$ cat config.mk
export PLATFORM = sky130hd
export DESIGN_NAME = clock_meas_poller
export DESIGN_NICKNAME = d
export VERILOG_FILES = /design/src/rtl/clock_meas_pkg.sv /design/src/rtl/clock_meas_poller_timer.sv /design/src/rtl/clock_meas_poller.sv
export SDC_FILE = /design/constraint.sdc
export NUM_CORES = 1
export LEC_CHECK = 0
export ABC_AREA = 1
export BUFFER_PORTS_ARGS = -buffer_cell sky130_fd_sc_hd__buf_2
export CORE_ASPECT_RATIO = 1.2
export CORE_MARGIN = 2
export CORE_UTILIZATION = 45
export CTS_BUF_LIST = sky130_fd_sc_hd__clkbuf_8 sky130_fd_sc_hd__clkbuf_16
export DETAILED_ROUTE_END_ITERATION = 16
export PLACE_DENSITY = 0.68
export SLEW_MARGIN = 20
export SYNTH_ARGS = -nofsm -noshare
export SYNTH_HDL_FRONTEND = slang
export SYNTH_SLANG_ARGS = --single-unit
export TNS_END_PERCENT = 1
$ cat constraint.sdc
create_clock -name csi_clk_clk -period 1.4 [get_ports csi_clk_clk]
set_input_delay 0.35 -clock csi_clk_clk [delete_from_list [all_inputs] [get_ports csi_clk_clk]]
set_output_delay 0.35 -clock csi_clk_clk [all_outputs]
set_load 0.02 [all_outputs]
$ cat src/rtl/clock_meas_pkg.sv
// Shared types and register map for the clock-counter poller.
package clock_meas_pkg;

   typedef enum logic [2:0] {
      ST_IDLE,
      ST_RD_ID,
      ST_WT_ID,
      ST_RD_CH,
      ST_WT_CH,
      ST_EMIT
   } state_t;

   localparam logic [31:0] CLKCNT_ID   = 32'hc10cc272;

   localparam logic [3:0]  REG_ID      = 4'd0;
   localparam logic [3:0]  REG_VERSION = 4'd1;
   localparam logic [3:0]  REG_SCRATCH = 4'd3;
   localparam logic [3:0]  REG_MEAS0   = 4'd4;

   localparam int          NUM_CH_MAX  = 8;

   // Inclusive unsigned window test.
   function automatic logic in_window(input logic [31:0] v,
                                      input logic [31:0] lo,
                                      input logic [31:0] hi);
      return (v >= lo) && (v <= hi);
   endfunction

endpackage

$ cat src/rtl/clock_meas_poller_timer.sv
// Scan period timer: raises one pending tick per period and flags ticks that
// arrive while the previous one is still queued or a scan is running.
module poll_timer #(
   parameter int POLL_CYCLES = 125000000
) (
   input  logic clk,
   input  logic rst_n,
   input  logic busy,
   input  logic tick_take,
   output logic tick_pending,
   output logic overrun
);

   localparam int TW = (POLL_CYCLES > 1) ? $clog2(POLL_CYCLES) : 1;
   localparam logic [TW-1:0] LAST = TW'(POLL_CYCLES - 1);

   logic [TW-1:0] cnt;
   logic          wrap;

   assign wrap = (cnt == LAST);

   // Free-running period counter, 0..POLL_CYCLES-1.
   always_ff @(posedge clk or negedge rst_n) begin
      if (!rst_n)    cnt <= '0;
      else if (wrap) cnt <= '0;
      else           cnt <= cnt + 1'b1;
   end

   // A new tick wins over a same-cycle take so it is never lost; ticks collapse.
   always_ff @(posedge clk or negedge rst_n) begin
      if (!rst_n) begin
         tick_pending <= 1'b0;
         overrun      <= 1'b0;
      end else begin
         if (wrap)           tick_pending <= 1'b1;
         else if (tick_take) tick_pending <= 1'b0;
         if (wrap && (tick_pending || busy)) overrun <= 1'b1;
      end
   end

endmodule

$ cat src/rtl/clock_meas_poller.sv
// Avalon-MM poller: reads the clock counter ID and each frequency register,
// checks every value against a window and streams it out on Avalon-ST.
module clock_meas_poller
   import clock_meas_pkg::*;
#(
   parameter int          POLL_CYCLES = 125000000,
   parameter int          NUM_CH      = 8,
   parameter logic [3:0]  ADDR_ID     = REG_ID,
   parameter logic [3:0]  ADDR_MEAS0  = REG_MEAS0,
   parameter logic [31:0] EXP_ID      = CLKCNT_ID,
   parameter logic [31:0] FREQ_LO     = 32'd124000000,
   parameter logic [31:0] FREQ_HI     = 32'd126000000,
   parameter int          TIMEOUT     = 255
) (
   input  logic        csi_clk_clk,
   input  logic        rsi_reset_reset_n,
   output logic [3:0]  avm_meas_address,
   output logic        avm_meas_read,
   input  logic        avm_meas_waitrequest,
   input  logic [31:0] avm_meas_readdata,
   input  logic        avm_meas_readdatavalid,
   output logic [31:0] aso_meas_data,
   output logic [2:0]  aso_meas_channel,
   output logic        aso_meas_valid,
   input  logic        aso_meas_ready,
   output logic        coe_id_ok,
   output logic [7:0]  coe_freq_ok,
   output logic        coe_err_timeout,
   output logic        coe_overrun
);

   localparam int         TCW     = $clog2(TIMEOUT + 1);
   localparam logic [TCW-1:0] TO_LAST = TCW'(TIMEOUT - 1);
   localparam logic [2:0] LAST_CH = 3'(NUM_CH - 1);
   localparam logic [7:0] CH_MASK = 8'((1 << NUM_CH) - 1);

   state_t         state, state_nxt;
   logic [2:0]     ch;
   logic [TCW-1:0] tcnt;
   logic [31:0]    data;
   logic           id_ok;
   logic [7:0]     freq_ok;
   logic           err_timeout;

   logic           tick_pending, tick_take, accept, got, tmo, rd;
   logic [3:0]     addr;

   poll_timer #(.POLL_CYCLES(POLL_CYCLES)) u_timer (
      .clk          (csi_clk_clk),
      .rst_n        (rsi_reset_reset_n),
      .busy         (state != ST_IDLE),
      .tick_take    (tick_take),
      .tick_pending (tick_pending),
      .overrun      (coe_overrun)
   );

   // State register.
   always_ff @(posedge csi_clk_clk or negedge rsi_reset_reset_n) begin
      if (!rsi_reset_reset_n) state <= ST_IDLE;
      else                    state <= state_nxt;
   end

   // Next state plus bus strobes; read/address derive from state so they
   // stay stable through waitrequest and drop the cycle after acceptance.
   always_comb begin
      state_nxt = state;
      tick_take = 1'b0;
      accept    = 1'b0;
      got       = 1'b0;
      tmo       = 1'b0;
      rd        = 1'b0;
      addr      = 4'd0;
      case (state)
         ST_IDLE: if (tick_pending) begin
            tick_take = 1'b1;
            state_nxt = ST_RD_ID;
         end
         ST_RD_ID: begin
            rd   = 1'b1;
            addr = ADDR_ID;
            if (!avm_meas_waitrequest) begin
               accept    = 1'b1;
               state_nxt = ST_WT_ID;
            end
         end
         ST_WT_ID: begin
            if (avm_meas_readdatavalid) begin
               got       = 1'b1;
               state_nxt = (avm_meas_readdata == EXP_ID) ? ST_RD_CH : ST_IDLE;
            end else if (tcnt == TO_LAST) begin
               tmo       = 1'b1;
               state_nxt = ST_IDLE;
            end
         end
         ST_RD_CH: begin
            rd   = 1'b1;
            addr = 4'(ADDR_MEAS0 + 4'(ch));
            if (!avm_meas_waitrequest) begin
               accept    = 1'b1;
               state_nxt = ST_WT_CH;
            end
         end
         ST_WT_CH: begin
            if (avm_meas_readdatavalid) begin
               got       = 1'b1;
               state_nxt = ST_EMIT;
            end else if (tcnt == TO_LAST) begin
               tmo       = 1'b1;
               state_nxt = ST_IDLE;
            end
         end
         ST_EMIT: if (aso_meas_ready)
            state_nxt = (ch == LAST_CH) ? ST_IDLE : ST_RD_CH;
         default: state_nxt = ST_IDLE;
      endcase
   end

   // Datapath: wait timer, channel index, captured data and status flags.
   always_ff @(posedge csi_clk_clk or negedge rsi_reset_reset_n) begin
      if (!rsi_reset_reset_n) begin
         tcnt        <= '0;
         ch          <= 3'd0;
         data        <= 32'd0;
         id_ok       <= 1'b0;
         freq_ok     <= 8'd0;
         err_timeout <= 1'b0;
      end else begin
         if (accept)                                          tcnt <= '0;
         else if (state == ST_WT_ID || state == ST_WT_CH)     tcnt <= tcnt + 1'b1;
         if (tmo) begin
            err_timeout <= 1'b1;
            id_ok       <= 1'b0;
         end
         if (got && state == ST_WT_ID) begin
            id_ok <= (avm_meas_readdata == EXP_ID);
            if (avm_meas_readdata == EXP_ID) ch      <= 3'd0;
            else                             freq_ok <= 8'd0;
         end
         if (got && state == ST_WT_CH) begin
            data        <= avm_meas_readdata;
            freq_ok[ch] <= in_window(avm_meas_readdata, FREQ_LO, FREQ_HI);
         end
         if (state == ST_EMIT && aso_meas_ready && ch != LAST_CH) ch <= ch + 3'd1;
      end
   end

   assign avm_meas_address = addr;
   assign avm_meas_read    = rd;
   assign aso_meas_data    = data;
   assign aso_meas_channel = ch;
   assign aso_meas_valid   = (state == ST_EMIT);
   assign coe_id_ok        = id_ok;
   assign coe_freq_ok      = freq_ok & CH_MASK;
   assign coe_err_timeout  = err_timeout;

endmodule

==> run metrics, run 1 <==
sequential area share after synthesis=0.454; Switch Pwr=about 3.0 mW; number of global-route vias before repair=approximately 4,600; global-route wire length before repair=21.4 mm; Ports=slightly below 90; Clock Skew=about 9 ps; P per Cell Area=between 1000 and 1500 nW/um^2; cell taking the most area after synthesis=dfrtp_1; Port Buffer Count=88; Hold Vio Cnt, Final=0; Slew @ Worst Pin=around 330 ps; Leakage=~3.3 nW; Hold Path Class=primary input to register; Post-Syn Area=4690 sq um; GP Congestion=0.928; violations in the final reports=negative setup slack; Tot GR Track Use=0.239; synth top area cells=dfrtp_1 (45%), nand2_1 (11%), nor2_1 (6.6%); CP endpoint kind=primary output; min cycle time layout=roughly 1600 ps; Hold Crit Start=avm_meas_readdata[31]; H-Tree Depth=3; non-filler cells in the finished layout=907; hold depth=2; crit path kind=register to primary output; Largest stage delay, worst path=approximately 430 ps; starting density of the core=0.466; clock network power share=0.291; share of the synthesized area in the top cell type=0.454; Worst Hold End=aso_meas_data[31]; capture point of the worst reg-to-reg path=aso_meas_data[5]; status=finished, violations left; Sw Ratio=0.337; hpwl dp=~9.8 mm; Period Utilization, post-route=1.16; initial antenna violation count=0; internal power=between 5 and 6 mW; VDD IR max=roughly 0.67 mV; clk buf depth=2; syn nets=roughly 620; CTS tree=built; DIE AREA=11,200 sq um; critical-path cell list=inv_2 -> nand3_4 -> nor2_1 -> buf_4; DRC viols=0; Avg WL per Cell=around 14 microns; largest family of logic cells by synthesized area=simple AND/OR/NAND/NOR gates; Synth Area in Adders=0.0134; CP startpoint kind=register; post-layout worst setup margin=-228 ps; Worst R2R Path Depth=6; n_diodes=0; CTS Buf Count=9; Slew Limit Headroom=0.782; Post-Synth XOR/XNOR Area=0.0336; fraction of synthesized area in multiplexers=0.0216; max-slew violations=0; Max stage delay cell, worst path=dfrtp_1; library cells used by synthesis=33; Die Width=slightly below 100 microns; Skew-Pair Late Insertion Delay=350 ps; RSZ-0062 raised after global routing=yes; Req. time, crit path=roughly 1100 ps; Reg clk slew, reported paths=~60 ps; max-cap violations=0; placed instance count=roughly 900; Total Power=between 8 and 9 mW; pin count of the biggest net entering global routing=between 40 and 50; die height=approximately 120 microns; Setup-failing EPs final=73; Core Footprint=between 10,000 and 15,000 sq um; root buffer cell=clkbuf_16; compound-cell area share of the yosys netlist=0.0676; final layout net count=just over 800; Syn-to-layout area delta=39.7%; arrival time at the worst endpoint=between 1000 and 1500 ps; Yosys reg bits=between 80 and 90; initial DRC count=about 240; crit path max fanout=5; FF-to-FF Start=state[0]; vias=4,513; antenna viol nets, final=0; # rows=40; part of the power in registers=0.370; combinational power share=0.338; first-pass iteration count of the detailed router=4; total global routing overflow=0; Gate Count Post-Synth=between 500 and 600; Syn. warnings=0; via/cell ratio=around 5; clock sinks=85; Peak Freq=approximately 610 MHz; simple-gate portion of the synthesized area=0.333; syn_area_per_cell=a little over 8 sq um; share of layout cells above drive strength 1=0.352; Worst R2R Setup Slack=-190 ps; Total Wirelength=approximately 13 mm
==> layer usage <==
layer / share of wire / vias up / GRT usage / routed length [microns]
met3: 0.043 / 34 / 0.0374 / 545
met5: 0 / - / 0 / 0
met1: 0.41 / 2104 / 0.269 / 5080
met4: 0.034 / 0 / 0.127 / 427
met2: 0.52 / 116 / 0.438 / 6480
li1: - / 2259 / - / -
==> sequential cells by signal, indices dropped and copies added, names as in the netlist <==
name,cells
coe_freq_ok,8
coe_id_ok,1
aso_meas_channel,3
u_timer.cnt,27
u_timer.overrun,1
u_timer.tick_pending,1
aso_meas_data,32
coe_err_timeout,1
state,3
tcnt,8
==> area by class of cell <==
class                      count  area [sq um]
multi-input combinational    411          2310
clock inverter                 6          88.8
timing repair buffer         191          1340
tap                          126           158
sequential                    85          2130
inverter                      79           297
fill                         842          3510
clock buffer                   9           225
==> cell families after synthesis <==
kind of cell,count (synthesis)
adder cells (fa/ha/maj),5
flip-flops,85
buffers and inverters,86
AO/OA/AOI/OAI,50
AND/OR/NAND/NOR,329
multiplexers,9
XOR/XNOR,18
==> metrics by stage <==
stage / instance area [sq um] / TNS [ps] / setup WS (ps) / hold slack, ps / utilization
global placement: 6010 / -4680 / -205 / 340 / 0.598
floorplan: 4690 / -40.7 / -32.2 / 54.4 / -
CTS: 6460 / -8590 / -203 / 278 / 0.642
detailed placement: 6010 / -6060 / -238 / 344 / 0.598
finish: 6550 / -7740 / -228 / 286 / 0.651
global route: 6550 / -14300 / -280 / 293 / 0.651
==> Yosys cell counts <==
master and n:
nand2_1 136, dfrtp_1 85, nor2_1 82, inv_1 74, nand3_1 33, nand4_1 25
o21a_1 24, nor3_1 14, xor2_1 13, a21oi_1 12, nand3b_1 10, o21ai_0 10
mux2_2 9, nand2_2 6, ha_1 5, inv_2 5, nor3_2 5, xnor2_1 5
buf_4 4, nor2_2 4, buf_6 3, nor2_4 3, a31oi_1 2, nand3_4 2
nor3_4 2, nor3b_1 2, nand2_4 1, nand2b_1 1, nand3_2 1, nor3b_2 1
o21bai_1 1, o22ai_1 1, or2_0 1
==> power by group through the flow <==
stage / Sequential [mW] / Combinational (mW) / Clock (mW)
final: 3.27 / 2.99 / 2.58
after global routing: 3.35 / 3.23 / 2.71
after CTS: 3.27 / 2.95 / 2.60
after detailed placement: 3.32 / 2.74 / 0
after global placement: 3.29 / 2.69 / 0
after floorplan: 3.90 / 0.949 / 0
==> placed cells by master, fill, tap and decap left out, drive strengths merged, types with 2 or more instances in the layout <==
cell type,instances
dfrtp,85
bufinv,2
a31oi,2
xnor2,5
nand4,25
nand2,143
nor3,21
o21ai,10
nand3,36
xor2,13
nor3b,3
clkbuf,9
clkinvlp,2
mux2,9
o21a,24
a21oi,12
nand3b,10
buf,190
ha,5
clkinv,2
nor2,89
inv,79
==> critical path, delay by kind of cell, from the launching register on <==
family / cells / cell delay [ps]
buf+inv: 2 / 280
flops: 1 / 430
simple gates: 2 / 230
==> worst max path at each step <==
stage / from / end / slack, ps / cells past startpoint
floorplan: u_timer.cnt[0] / u_timer.cnt[18] / -30 / 9
finish: state[2] / avm_meas_address[3] / -230 / 4
detailed placement: avm_meas_readdata[31] / coe_freq_ok[1] / -240 / 7
global route: state[0] / aso_meas_valid / -280 / 6
CTS: state[2] / avm_meas_address[3] / -200 / 4
global placement: avm_meas_readdata[31] / coe_freq_ok[0] / -210 / 7
==> repair_timing <==
| item | CTS | global route |
|---|---|---|
| endpoints found under the hold margin | 37 | 0 |
| setup endpoints to repair | 75 | 92 |
| pin swaps | 4 | 3 |
| buffers inserted | 4 | 0 |
| resized for setup | 29 | 32 |
| hold buffers | 1 | 0 |
Note: power is estimated with default switching activity, not from simulation.
==> run 2, diff against run 1 <==
- BUFFER_PORTS_ARGS: -buffer_cell sky130_fd_sc_hd__buf_2 -> not set
- DONT_BUFFER_PORTS: not set -> 1
- PLACE_DENSITY: 0.68 -> 0.6
==> run 2 against run 1 <==
  * The flow finishes with violations (negative hold slack, negative setup slack)
  * Worst hold slack got worse by 590 ps
  * Clock power barely moved
  * Critical endpoint is now avm_meas_read
  * Non-clock buffer count fell by 111
  * Critical path type unchanged
==> run metrics, run 2 (synthesized netlist as in run 1, its figures left out) <==
fin area=between 5000 and 6000 sq um; Leakage=~2.7 nW; CTS tree=built; root buffer cell=clkbuf_16; status=finished, violations left; clock sinks=between 80 and 90; die height=116 microns; WHS=-304 ps; Worst R2R Setup Slack=-140 ps; antenna viol nets, final=0; max-cap violations=0; Core Footprint=between 10,000 and 15,000 sq um; Port Buffer Count=0; starting density of the core=0.466; via/cell ratio=~5.3; number of global-route vias before repair=about 4,300; max-slew violations=0; crit path max fanout=3; Hold Path Class=primary input to async pin; critical-path cell list=buf_6 -> inv_4 -> nor2_4 -> buf_6 -> buf_6; Reg clk slew, reported paths=~60 ps; post-route setup TNS=-3830 ps; Period Utilization, post-route=1.16; RSZ-0062 raised after global routing=yes; DRC viols=0; n_diodes=0; CTS Buf Count=9; Tot GR Track Use=0.223; commonest cells after routing, fill and taps aside=nand2_1 (129), dfrtp_1 (83), nor2_1 (73); P per Cell Area=approximately 1400 nW/um^2; Worst R2R Path Depth=9; Largest register FFs=32; Avg WL per Cell=~15 microns; VDD IR max=between 0.6 and 0.7 mV; Slew Limit Headroom=0.771; Peak Freq=between 600 and 700 MHz; FF-to-FF Start=u_timer.cnt[0]; Syn-to-layout area delta=24.9%; violations in the final reports=negative hold slack, negative setup slack; most used cell, CP=buf_6; hpwl dp=between 9 and 10 mm; post-layout worst setup margin=-218 ps; Setup-failing EPs final=61; share of layout cells above drive strength 1=0.237; first-pass iteration count of the detailed router=6; Largest stage delay, worst path=between 400 and 500 ps; Post-DP Area=around 5300 sq um; total global routing overflow=0; capture point of the worst reg-to-reg path=u_timer.cnt[18]; pin count of the biggest net entering global routing=between 80 and 90; initial antenna violation count=0; Die Width=97.2 microns; commonest non-fill, non-tap cell in the layout=nand2_1; Hold Vio Cnt, Final=between 80 and 90; clk buf depth=2; crit path kind=register to primary output; DIE AREA=11,200 sq um; vias=between 4,000 and 5,000; Fill cells=~900; Ports=89; Total Wirelength=12.0 mm; arrival time at the worst endpoint=1270 ps; final core occ=0.582; Clock Skew=~7.5 ps; final layout net count=slightly above 700; H-Tree Depth=3; Req. time, crit path=roughly 1100 ps; Max stage delay cell, worst path=dfrtp_1; global-route wire length before repair=around 20 mm; initial DRC count=approximately 130; # rows=40; Slew @ Worst Pin=~340 ps; CP endpoint kind=primary output; min cycle time layout=around 1600 ps; GP Congestion=0.935; CP startpoint kind=register; Skew-Pair Late Insertion Delay=roughly 340 ps
## run 2: cell count changes in the layout (fill, tap and decap cells not counted), sizes merged
cell         change
dlygate4sd3      -1
clkinvlp         -1
clkbuf           +1
buf            -110
## run 2: worst max-delay path by stage
| stage | slack (ps) | depth (start not counted) | startpoint | endpoint |
|---|---|---|---|---|
| finish | -220 | 5 | state[0] | avm_meas_read |
| global route | -250 | 5 | state[0] | avm_meas_read |
| CTS | -200 | 4 | state[2] | avm_meas_address[3] |
| detailed placement | -170 | 7 | state[0] | coe_freq_ok[4] |
| global placement | -120 | 8 | avm_meas_readdata[21] | coe_freq_ok[7] |
| floorplan | -30 | 9 | u_timer.cnt[0] | u_timer.cnt[18] |
## run 2: area by class of cell
cell class              count  area (sq um)  share of cell area
multi-input cells         411          2290               0.391
flip-flops and latches     85          2130               0.364
repair buffers             80           658               0.112
inverters                  79           307              0.0524
clock buffers              10           239              0.0408
well taps                 126           158              0.0269
clock inverters             5          76.3              0.0130
## run 2: through the flow
stage          hold slack (ps)  instances  setup slack, ps  power, mW
3_3_place_gp              56.0        774             -118       5.31
5_1_grt                   -318        796             -248       8.48
3_5_place_dp              56.1        774             -168       5.39
6_report                  -304        796             -218       8.12
2_1_floorplan             54.4        582            -32.2       4.85
4_1_cts                   -310        792             -201       8.08
## run 2: worst max-delay path, delay by kind of cell, from the launching register on
family	cells	cell delay (ps)
DFF	1	410
buffers and inverters	4	410
and+or+nand+nor	1	110
## run 2: timing repair
item / 4_1_cts / 5_1_grt
buffers inserted: 3 / 4
endpoints found under the setup margin: 72 / 87
resized for setup: 29 / 20
endpoints found under the hold margin: 85 / 85
pin swaps: 4 / 8
## run 2: routing by layer
layer  GRT usage  share of wire  up-vias
met5           0              0        -
met4       0.138          0.046        0
met3      0.0495          0.051       42
met2       0.429           0.54      131
met1       0.217           0.37     1986
li1            -              -     2042
## run 2: report_power, final
| group | internal (mW) | switching (mW) | leakage, nW | total [mW] |
|---|---|---|---|---|
| combinational | 0.869 | 0.730 | 1.51 | 1.60 |
| clock | 1.59 | 0.969 | 0.156 | 2.56 |
| sequential | 2.99 | 0.977 | 1.08 | 3.96 |
| total | 5.45 | 2.68 | 2.75 | 8.12 |
